<file path="src/rtl/control_booth.sv">
// -----------------------------------------------------------------------------
// control_booth
//
// Control unit (FSM plus iteration counter) for a radix-2 Booth multiplier
// datapath made of A (accumulator), Q (multiplier), M (sign-extended
// multiplicand), the Q-1 flip-flop and an add/subtract unit.
//
// After a start request the unit loads the operands and then runs N
// iterations. Each iteration inspects {Q[0], Q-1}, optionally adds or
// subtracts M into A, and then arithmetic-shifts A:Q:Q-1 right by one.
// Completion is signalled with a level handshake: fin stays high until
// comienzo is released.
//
// Parameters
//   N   number of Booth iterations (width of Q), 1..15
//   CW  width of the iteration counter, 2**CW > N
//
// Ports
//   clk        in   system clock, rising edge
//   reset      in   asynchronous reset, active low
//   comienzo   in   start request, level-sampled while idle
//   q0         in   Q[0] from the datapath
//   q_1        in   Q-1 flip-flop from the datapath
//   carga_ini  out  load Q and M, clear A and Q-1
//   carga_a    out  load A from the adder/subtractor
//   resta      out  adder mode, 1 = A-M (only ever high with carga_a)
//   desplaza   out  arithmetic right shift of A:Q:Q-1
//   ocupado    out  busy: high in every state except REPOSO and FIN
//   fin        out  product valid in A:Q, held until comienzo falls
// -----------------------------------------------------------------------------
module control_booth #(
  parameter int N  = 3,
  parameter int CW = 4
) (
  input  logic clk,
  input  logic reset,
  input  logic comienzo,
  input  logic q0,
  input  logic q_1,
  output logic carga_ini,
  output logic carga_a,
  output logic resta,
  output logic desplaza,
  output logic ocupado,
  output logic fin
);

  typedef enum logic [2:0] {
    REPOSO   = 3'd0,
    CARGA    = 3'd1,
    EVALUA   = 3'd2,
    SUMA     = 3'd3,
    RESTA    = 3'd4,
    DESPLAZA = 3'd5,
    FIN      = 3'd6
  } state_t;

  localparam logic [CW-1:0] CNT_INI = CW'(N);
  localparam logic [CW-1:0] CNT_ONE = CW'(1);

  state_t        state_q, state_d;
  logic [CW-1:0] cnt_q,   cnt_d;

  // Outputs are registered: they are decoded from the next state and loaded
  // on the same edge as the state, so they always match state_q and carry no
  // combinational path from the inputs.
  logic carga_ini_q, carga_ini_d;
  logic carga_a_q,   carga_a_d;
  logic resta_q,     resta_d;
  logic desplaza_q,  desplaza_d;
  logic ocupado_q,   ocupado_d;
  logic fin_q,       fin_d;

  // ---------------------------------------------------------------------------
  // Next-state and counter logic
  // ---------------------------------------------------------------------------
  always_comb begin
    state_d = state_q;
    cnt_d   = cnt_q;
    unique case (state_q)
      REPOSO: begin
        if (comienzo) state_d = CARGA;
      end
      CARGA: begin
        cnt_d   = CNT_INI;
        state_d = EVALUA;
      end
      EVALUA: begin
        // q0/q_1 are only trusted here: this state always follows a load or
        // shift edge, so the datapath bits are settled.
        unique case ({q0, q_1})
          2'b10:   state_d = RESTA;
          2'b01:   state_d = SUMA;
          default: state_d = DESPLAZA;
        endcase
      end
      SUMA: begin
        state_d = DESPLAZA;
      end
      RESTA: begin
        state_d = DESPLAZA;
      end
      DESPLAZA: begin
        // Guarded decrement: the counter can never wrap below zero.
        if (cnt_q != '0) cnt_d = cnt_q - CNT_ONE;
        if (cnt_q <= CNT_ONE) state_d = FIN;
        else                  state_d = EVALUA;
      end
      FIN: begin
        // A held-high comienzo keeps us here; it must drop before a new run.
        if (!comienzo) state_d = REPOSO;
      end
      default: begin
        state_d = REPOSO;
        cnt_d   = '0;
      end
    endcase
  end

  // ---------------------------------------------------------------------------
  // Output decode from the next state
  // ---------------------------------------------------------------------------
  always_comb begin
    carga_ini_d = 1'b0;
    carga_a_d   = 1'b0;
    resta_d     = 1'b0;
    desplaza_d  = 1'b0;
    ocupado_d   = 1'b0;
    fin_d       = 1'b0;
    unique case (state_d)
      CARGA: begin
        carga_ini_d = 1'b1;
        ocupado_d   = 1'b1;
      end
      EVALUA: begin
        ocupado_d   = 1'b1;
      end
      SUMA: begin
        carga_a_d   = 1'b1;
        ocupado_d   = 1'b1;
      end
      RESTA: begin
        carga_a_d   = 1'b1;
        resta_d     = 1'b1;
        ocupado_d   = 1'b1;
      end
      DESPLAZA: begin
        desplaza_d  = 1'b1;
        ocupado_d   = 1'b1;
      end
      FIN: begin
        fin_d       = 1'b1;
      end
      default: begin
        // REPOSO and any illegal encoding: everything low.
      end
    endcase
  end

  // ---------------------------------------------------------------------------
  // State, counter and output registers
  // ---------------------------------------------------------------------------
  always_ff @(posedge clk or negedge reset) begin
    if (!reset) begin
      state_q     <= REPOSO;
      cnt_q       <= '0;
      carga_ini_q <= 1'b0;
      carga_a_q   <= 1'b0;
      resta_q     <= 1'b0;
      desplaza_q  <= 1'b0;
      ocupado_q   <= 1'b0;
      fin_q       <= 1'b0;
    end else begin
      state_q     <= state_d;
      cnt_q       <= cnt_d;
      carga_ini_q <= carga_ini_d;
      carga_a_q   <= carga_a_d;
      resta_q     <= resta_d;
      desplaza_q  <= desplaza_d;
      ocupado_q   <= ocupado_d;
      fin_q       <= fin_d;
    end
  end

  assign carga_ini = carga_ini_q;
  assign carga_a   = carga_a_q;
  assign resta     = resta_q;
  assign desplaza  = desplaza_q;
  assign ocupado   = ocupado_q;
  assign fin       = fin_q;

endmodule

</file>
<file path="config.mk">
export PLATFORM = sky130hd
export DESIGN_NAME = control_booth
export DESIGN_NICKNAME = d
export VERILOG_FILES = /design/src/rtl/control_booth.sv
export SDC_FILE = /design/constraint.sdc
export NUM_CORES = 1
export LEC_CHECK = 0
export CORE_MARGIN = 2
export CORE_UTILIZATION = 53
export DETAILED_ROUTE_END_ITERATION = 10
export DONT_BUFFER_PORTS = 1
export PLACE_DENSITY = 0.71
export SLEW_MARGIN = 15
export SYNTH_ARGS = -nofsm -noshare
export SYNTH_HDL_FRONTEND = slang
export SYNTH_SLANG_ARGS = --single-unit
</file>
<file path="constraint.sdc">
create_clock -name clk -period 1.4 [get_ports clk]
set_input_delay 0.35 -clock clk [delete_from_list [all_inputs] [get_ports clk]]
set_output_delay 0.35 -clock clk [all_outputs]
set_load 0.02 [all_outputs]
</file>
Yosys cells after proc, flatten, opt, wreduce, memory -nomap -nowiden:

Index checks and enable logic that the tools add are counted.

* add/subtract/negate cells: 1
* multiply operators: 0
* div/mod/pow operators: 0
* magnitude comparators: 1
* equality and inequality tests: 15
* shift operators: 0
* mux-type cells: 13
* bitwise gates (word level): 1
* reductions and logical operators: 7

Operators by type and width (number)
* $eq 3x3->1 const B: 6
* $pmux 3 s6: 1
* $eq 3x2->1 const B: 4
* $pmux 4 s3: 1
* $reduce_or 5->1: 2
* $mux 3: 3
* $eq 3x1->1 const B: 2
* $mux 1: 6
* $pmux 3 s2: 1
* $le 4x1->1 const B: 1
* $mux 4: 1
* $reduce_bool 4->1: 1
* $reduce_or 2->1: 2
* $sub 4x1->4 const B: 1
* $logic_not 3->1: 1
* $eq 2x1->1 const B: 1
* $eq 2x2->1 const B: 1
* $ne 2x2->1 const B: 1
* $reduce_and 2->1: 1
* $not 1->1: 1

* flip-flop bits (word level): 13
* latch bits: 0
* memory bits (writable): 0
* memory bits (read-only): 0
* input port bits: 5
* output and inout bits: 6
* logic and storage cells: 46
* memories kept: 0

Logic depth before layout (Yosys ltp):

Gate-level depths: netlist of the first run.

* depth after elaboration: 6
* gate-level depth with buffers: 6
* gate-level depth less buffers: 6

Least setup slack after synthesis of the first run:

Ideal clock, no wire load.

* kind: register to register
* from: reg cnt_q[2]
* to: reg cnt_q[0]
* library setup time: 0.125 ns
* arrival: 1.440 ns
* required time: 1.275 ns
* setup slack: -0.165 ns
* stages on the path, launching flop included: 4
* buffers on the path: 0
* clock period less this slack: 1.565 ns
* cell sequence: dfrtp_1 or3b_4 o311ai_4 mux2_2

* word-level cells in the longest chain between the ends: 3

RTL lines
* start, declared: RTL line 62 `logic [CW-1:0] cnt_q, cnt_d;`
* start signal, assigned: RTL line 175 `cnt_q <= cnt_d;`
* $reduce_bool 4->1: RTL line 105 `if (cnt_q != '0) cnt_d = cnt_q - CNT_ONE;`
* $ne 2x2->1 (no source line)
* $reduce_and 2->1 (no source line)

Every way passes these cells.
A chain may end at the register's enable or synchronous reset.

Worst setup path after layout of the first run:

* from: reg cnt_q[3]
* to: reg cnt_q[0]

Same word-level chain as after synthesis.

==> results of run 1 <==
-- path summary, 6_finish.rpt --
kind | endpoint | slack (ns) | depth (start not counted)
max in group asynchronous | cnt_q[1] | 0.49 | 1
min reg2reg | cnt_q[2] | 0.57 | 2
min | carga_ini | 0.22 | 1
min in group asynchronous | fin | 0.51 | 1
max | cnt_q[0] | -0.17 | 3
max reg2reg | cnt_q[0] | -0.17 | 3
-- critical path: cells and delay by family, from the launching register on --
kind	cells	cell delay, ns
AND/OR/NAND/NOR	1	0.45
flip-flops	1	0.40
multiplexers	1	0.37
AO/OA/AOI/OAI	1	0.25
-- placed cells by master (no fill, tap or decap), drive strengths merged, types with 2 or more instances in the layout --
cell | Yosys | layout
dfrtp | 13 | 13
buf | 2 | 13
nor2 | 8 | 8
nand2b | 5 | 5
inv | 4 | 4
nand2 | 3 | 3
o21ai | 3 | 3
ha | 3 | 3
clkbuf | 1 | 3
and2 | 2 | 2
nor3 | 2 | 2
a21oi | 2 | 2
or3 | 2 | 2
o311ai | 2 | 2
-- cell type report --
cell class	instances	area share (%)
inverter	4	1.74
clock inverter	1	0.580
clock buffer	3	2.61
multi-input combinational	47	41.9
tap	15	2.17
timing repair buffer	14	13.3
sequential	13	37.7
-- layer usage --
metal  track usage [%]  wire [um]  vias to the layer above
li1                  -          -                      266
met1              33.7        722                      260
met2              31.7        689                       21
met3              3.26         60                        6
met4              19.2         48                        0
met5                 0          0                        -
-- flip-flops by register name, summed over array words and instances, names as in the netlist --
| signal | flops |
|---|---|
| fin | 1 |
| state_q | 3 |
| desplaza | 1 |
| cnt_q | 4 |
| carga_ini | 1 |
| ocupado | 1 |
| carga_a | 1 |
| resta | 1 |
-- power by group --
group,switching [mW],internal [mW]
registers,0.156,0.513
clock network,0.135,0.106
logic,0.614,0.584
total,0.905,1.20
-- metrics by stage --
step                      setup TNS, ns  setup WS [ns]  std cells  area, sq um  utilization, %
after floorplan                  -0.271         -0.163         67          711               -
after global routing              -1.08         -0.197         97          863            68.0
after detailed placement         -0.726         -0.167         90          796            62.7
final                            -0.751         -0.171         97          863            68.0
after CTS                        -0.747         -0.168         96          850            67.0
after global placement           -0.563         -0.139         90          796            62.7
-- what timing repair did --
action | in CTS | in global routing
buffers inserted | 1 | 1
endpoints found under the hold margin | 13 | 0
setup endpoints to repair | 6 | 7
hold buffers | 1 | 0
resized for setup | 2 | 2
pin swaps | 2 | 2
-- logic make-up after synthesis --
group | count (synthesis)
xor+xnor | 1
buf+inv | 7
compound gates | 15
mux | 1
fa+ha+maj | 3
flops | 13
simple gates | 27
==> key figures, run 1 <==
Run status
  – Outcome: finished with violations
  – Failing checks: setup timing

Final layout
  – P&R area growth vs syn: 21.5%
  – Antenna cells: 0
  – Final net count: 91
  – Fill cells: 92
  – Multi-input gate area: 362 sq um
  – Register area: 325 sq um
  – Share of cells above drive strength 1: 31.7%

Synthesis
  – Main synth FF type: dfrtp_1
  – Post-Synthesis Cell Area: 711 sq um
  – FFs w/ async S/R, synth: 100%
  – Adder-Cell Fraction of Synth Area: 5.28%
  – Number of flops mapped to enable cells by yosys: 0
  – Synth area leaders: dfrtp_1 (46%), ha_1 (5.3%), nand2b_1 (4.4%)
  – Xor/xnor share of the synthesized area: 1.23%
  – Simple-gate share of the synthesized area: 20.8%
  – Post-Syn Instances: 67
  – Sequential element share of the synthesized area: 45.8%
  – Mux cell area share after synthesis: 1.58%
  – Synth cell types: 32
  – Commonest cells post-synth: dfrtp_1 (13), nor2_1 (8), nand2b_1 (5)
  – Post-synth top area cell: dfrtp_1
  – Syn nets: 75
  – Post-synth top area share: 45.8%
  – Most common cell in the synthesized netlist: dfrtp_1
  – Largest family of logic cells by synthesized area: compound AO/OA/AOI/OAI gates
  – Syn_area_per_cell: 10.6 sq um
  – Compound-Gate Fraction of Synth Area: 21.0%
  – Yosys reg bits: 13
  – Syn. warnings: 0

Route
  – Remaining DRCs: 0
  – Drt wl/cell: 15.7 um
  – Routed vias/inst: 5.70
  – Drt initial violations: 12
  – Total number of vias: 553
  – Post-route ant nets: 0
  – DR pass1 iterations: 4
  – DRT Wirelength: 1520 um

Die
  – Num rows: 13
  – Die footprint: 1650 sq um
  – Starting density of the core: 56.0%
  – Die H: 40.6 um
  – I/O pin total: 11
  – Core area: 1270 sq um
  – Die W: 40.6 um

Pwr
  – Maximum vdd drop: 1.13 mV
  – Pwr Total: 2.11 mW
  – PwrDens: 2440 nW/um^2
  – P_leak: 0.397 nW

Critical path
  – Data arrival time of the worst path: 1.74 ns
  – Critical path's largest stage delay: 0.45 ns
  – CP max stage cell: or3b_4
  – RR Startpoint: cnt_q[3]
  – Crit-path max FO: 3
  – Crit path from: cnt_q[3]
  – Cell chain of the critical path: or3b_4 -> o311ai_4 -> mux2_2
  – Crit end category: register
  – WS Path Type: register to register
  – Startpoint types: register
  – CP Data Required Time: 1.57 ns

Place
  – Routability cong.: 0.820
  – Port bufs: 0
  – Final HPWL DP: 1080 um

GRT
  – Initial antenna violation count: 0
  – Pin count of the biggest net entering global routing: 14
  – Vias in the first global route: 512
  – Gr ovfl total: 0
  – First-pass GRT wire length: 2390 um
  – Gr usage total: 23.8%

Clocking
  – CTS tree: built
  – Skew-Pair Late Insertion Delay: 0.28 ns
  – Clk buf depth: 2
  – H-tree Lvls: 1
  – Num CTS Buffers: 3
  – CTS Root Cell: clkbuf_4
  – Worst-path clk slew: 0.09 ns
  – CTS Sinks: 13

STA
  – Period utilization: 112%
  – Layout Skew: 0.00395 ns
  – Worst slew pin tran: 0.611 ns
  – Hold_ws: 0.216 ns
  – Final min period: 1.57 ns
  – RSZ-0062 raised after global routing: true
  – Pins over their slew limit: 0
  – Setup WS post-layout: -0.171 ns
  – Max Freq: 637 MHz
  – Setup violations, final: 7
  – Endpoints failing hold: 0
  – Slew margin rel.: 59.1%

Worst hold path
  – Hold wc startpoint: comienzo
  – Worst Hold Class: primary input to register

Run
  – # Max-Cap Violations: 0
Note: power is estimated with default switching activity, not from simulation.
==> inputs of run 2 (changes only) <==
--- a/config.mk
+++ b/config.mk
@@ -14,3 +14,4 @@
 export SYNTH_ARGS = -nofsm -noshare
 export SYNTH_HDL_FRONTEND = slang
 export SYNTH_SLANG_ARGS = --single-unit
+export TNS_END_PERCENT = 10
==> key figures, run 2 (synthesis gave the netlist of run 1 again) <==
Critical path
  – Crit end category: register (unchanged)
  – WS Path Type: register to register (unchanged)
  – CP max stage cell: or3b_4 (unchanged)
  – Critical path's largest stage delay: 0.44 ns (was 0.45 ns)
  – Register-to-register setup slack: -0.16 ns (was -0.17 ns)
  – Data arrival time of the worst path: 1.74 ns (about the same)
  – Startpoint types: register (unchanged)
  – Crit path to: cnt_q[0] (unchanged)
  – CP Data Required Time: 1.57 ns (about the same)
  – Crit-path max FO: 3 (unchanged)
  – RR Startpoint: cnt_q[3] (unchanged)
  – R2r endpoint: cnt_q[0] (unchanged)
  – Cell chain of the critical path: or3b_4 -> o311ai_4 -> mux2_2 (unchanged)
  – Crit path from: cnt_q[3] (unchanged)
  – Reg2reg path depth: 3 (unchanged)

STA
  – Max Freq: 639 MHz (was 637 MHz)
  – Period utilization: 112% (about the same)
  – Endpoints failing hold: 0 (unchanged)
  – Setup violations, final: 6 (was 7)
  – RSZ-0062 raised after global routing: true (unchanged)
  – Slew margin rel.: 59.7% (was 59.1%)
  – Final min period: 1.56 ns (was 1.57 ns)
  – Hold_ws: 0.231 ns (was 0.216 ns)
  – Pins over their slew limit: 0 (unchanged)
  – Worst slew pin tran: 0.602 ns (was 0.611 ns)
  – Setup WS post-layout: -0.165 ns (was -0.171 ns)
  – Layout Skew: 0.00345 ns (was 0.00395 ns)

Worst hold path
  – Worst Hold Class: primary input to register (unchanged)

Die
  – Num rows: 13 (unchanged)
  – Die W: 40.6 um (unchanged)
  – Die H: 40.6 um (unchanged)
  – Core area: 1270 sq um (unchanged)
  – Die footprint: 1650 sq um (unchanged)
  – Starting density of the core: 56.0% (unchanged)
  – I/O pin total: 11 (unchanged)

Clocking
  – Skew-Pair Late Insertion Delay: 0.28 ns (about the same)
  – Num CTS Buffers: 3 (unchanged)
  – CTS Sinks: 13 (unchanged)
  – H-tree Lvls: 1 (unchanged)
  – CTS tree: built (unchanged)
  – CTS Root Cell: clkbuf_4 (unchanged)
  – Worst-path clk slew: 0.08 ns (was 0.09 ns)
  – Clk buf depth: 2 (unchanged)

Route
  – Drt wl/cell: 15.1 um (was 15.7 um)
  – Total number of vias: 551 (was 553)
  – Remaining DRCs: 0 (unchanged)
  – DR pass1 iterations: 4 (unchanged)
  – Drt initial violations: 9 (was 12)
  – Post-route ant nets: 0 (unchanged)
  – Routed vias/inst: 5.68 (was 5.70)
  – DRT Wirelength: 1460 um (was 1520 um)

Pwr
  – Sw frac: 42.5% (was 42.9%)
  – Pwr Total: 2.11 mW (about the same)
  – Comb power frac: 57.0% (was 56.8%)
  – Psw: 0.896 mW (was 0.905 mW)
  – Maximum vdd drop: 1.22 mV (was 1.13 mV)
  – P_leak: 0.393 nW (was 0.397 nW)
  – Cell-internal power: 1.21 mW (was 1.20 mW)
  – Sequential power share: 31.8% (was 31.7%)
  – PwrDens: 2440 nW/um^2 (about the same)
  – Clk pwr share: 11.2% (was 11.4%)

Place
  – Port bufs: 0 (unchanged)
  – Routability cong.: 0.852 (was 0.820)
  – Final HPWL DP: 1090 um (was 1080 um)
  – Dpl ws: -0.166 ns (was -0.167 ns)

GRT
  – Initial antenna violation count: 0 (unchanged)
  – Gr usage total: 23.1% (was 23.8%)
  – First-pass GRT wire length: 2380 um (was 2390 um)
  – Pin count of the biggest net entering global routing: 14 (unchanged)
  – Gr ovfl total: 0 (unchanged)
  – Vias in the first global route: 551 (was 512)

Final layout
  – Commonest non-fill, non-tap cell in the layout: dfrtp_1 (unchanged)
  – Most frequent cells in the layout: dfrtp_1 (13), buf_4 (12), nor2_1 (7) (was dfrtp_1 (13), buf_4 (11), nor2_1 (7))
  – Reg with most FFs: cnt_q (unchanged)
  – Antenna cells: 0 (unchanged)
  – Share of cells above drive strength 1: 32.9% (was 31.7%)
  – Final Core Density: 67.9% (was 68.0%)
  – P&R area growth vs syn: 21.3% (was 21.5%)
  – Final net count: 91 (unchanged)
  – Max FFs per register: 4 (unchanged)
  – Biggest regs: cnt_q (4), state_q (3) (unchanged)

Run status
  – Failing checks: setup timing (unchanged)
  – Outcome: finished with violations (unchanged)

Run
  – # Max-Cap Violations: 0 (unchanged)
-- run 2: worst min path at each step --
stage,slack [ns],from,end,depth (start not counted)
floorplan,0.05,reset,carga_a,0
global placement,0.05,reset,carga_a,0
detailed placement,0.05,reset,resta,0
CTS,0.22,comienzo,carga_ini,1
finish,0.23,comienzo,carga_ini,1
global route,0.21,comienzo,carga_ini,1
-- run 2: power by group through the flow --
stage	logic [mW]	registers, mW	clock network, mW
final	1.20	0.669	0.236
after global routing	1.31	0.691	0.263
after CTS	1.17	0.670	0.239
after detailed placement	1.10	0.677	0
after global placement	1.07	0.673	0
after floorplan	0.751	0.655	0
-- run 2: cell type report --
type / instances / area, sq um
fill: 88 / 407
multi-input combinational: 47 / 365
sequential: 13 / 325
timing repair buffer: 14 / 111
clock buffer: 4 / 26.3
tap: 15 / 18.8
inverter: 4 / 15.0
-- run 2: worst max-delay path: cells and delay by family (launching register included) --
kind	cells	cell delay, ns
AO/OA/AOI/OAI	1	0.26
flip-flops	1	0.39
multiplexers	1	0.37
AND/OR/NAND/NOR	1	0.44
-- run 2: layer usage --
| layer | share of wire (%) | vias to the layer above | global-route usage [%] |
|---|---|---|---|
| met5 | 0 | - | 0 |
| met4 | 3.1 | 0 | 10.8 |
| met3 | 5.1 | 6 | 6.52 |
| met2 | 49 | 20 | 37.3 |
| met1 | 43 | 259 | 28.2 |
| li1 | - | 266 | - |
-- run 2: what timing repair did --
item,in CTS,in global routing
endpoints found under the setup margin,6,6
pin swaps,1,1
gates cloned,0,0
buffers inserted,1,0
gates resized for setup,3,2
endpoints found under the hold margin,13,0
hold buffers,1,0
-- run 2: stage by stage --
step                      std cells  instance area [sq um]  TNS (ns)
after detailed placement         91                    803    -0.736
after global placement           91                    803    -0.565
after CTS                        97                    858    -0.742
after floorplan                  67                    711    -0.279
final                            97                    862    -0.740
after global routing             97                    862     -1.04
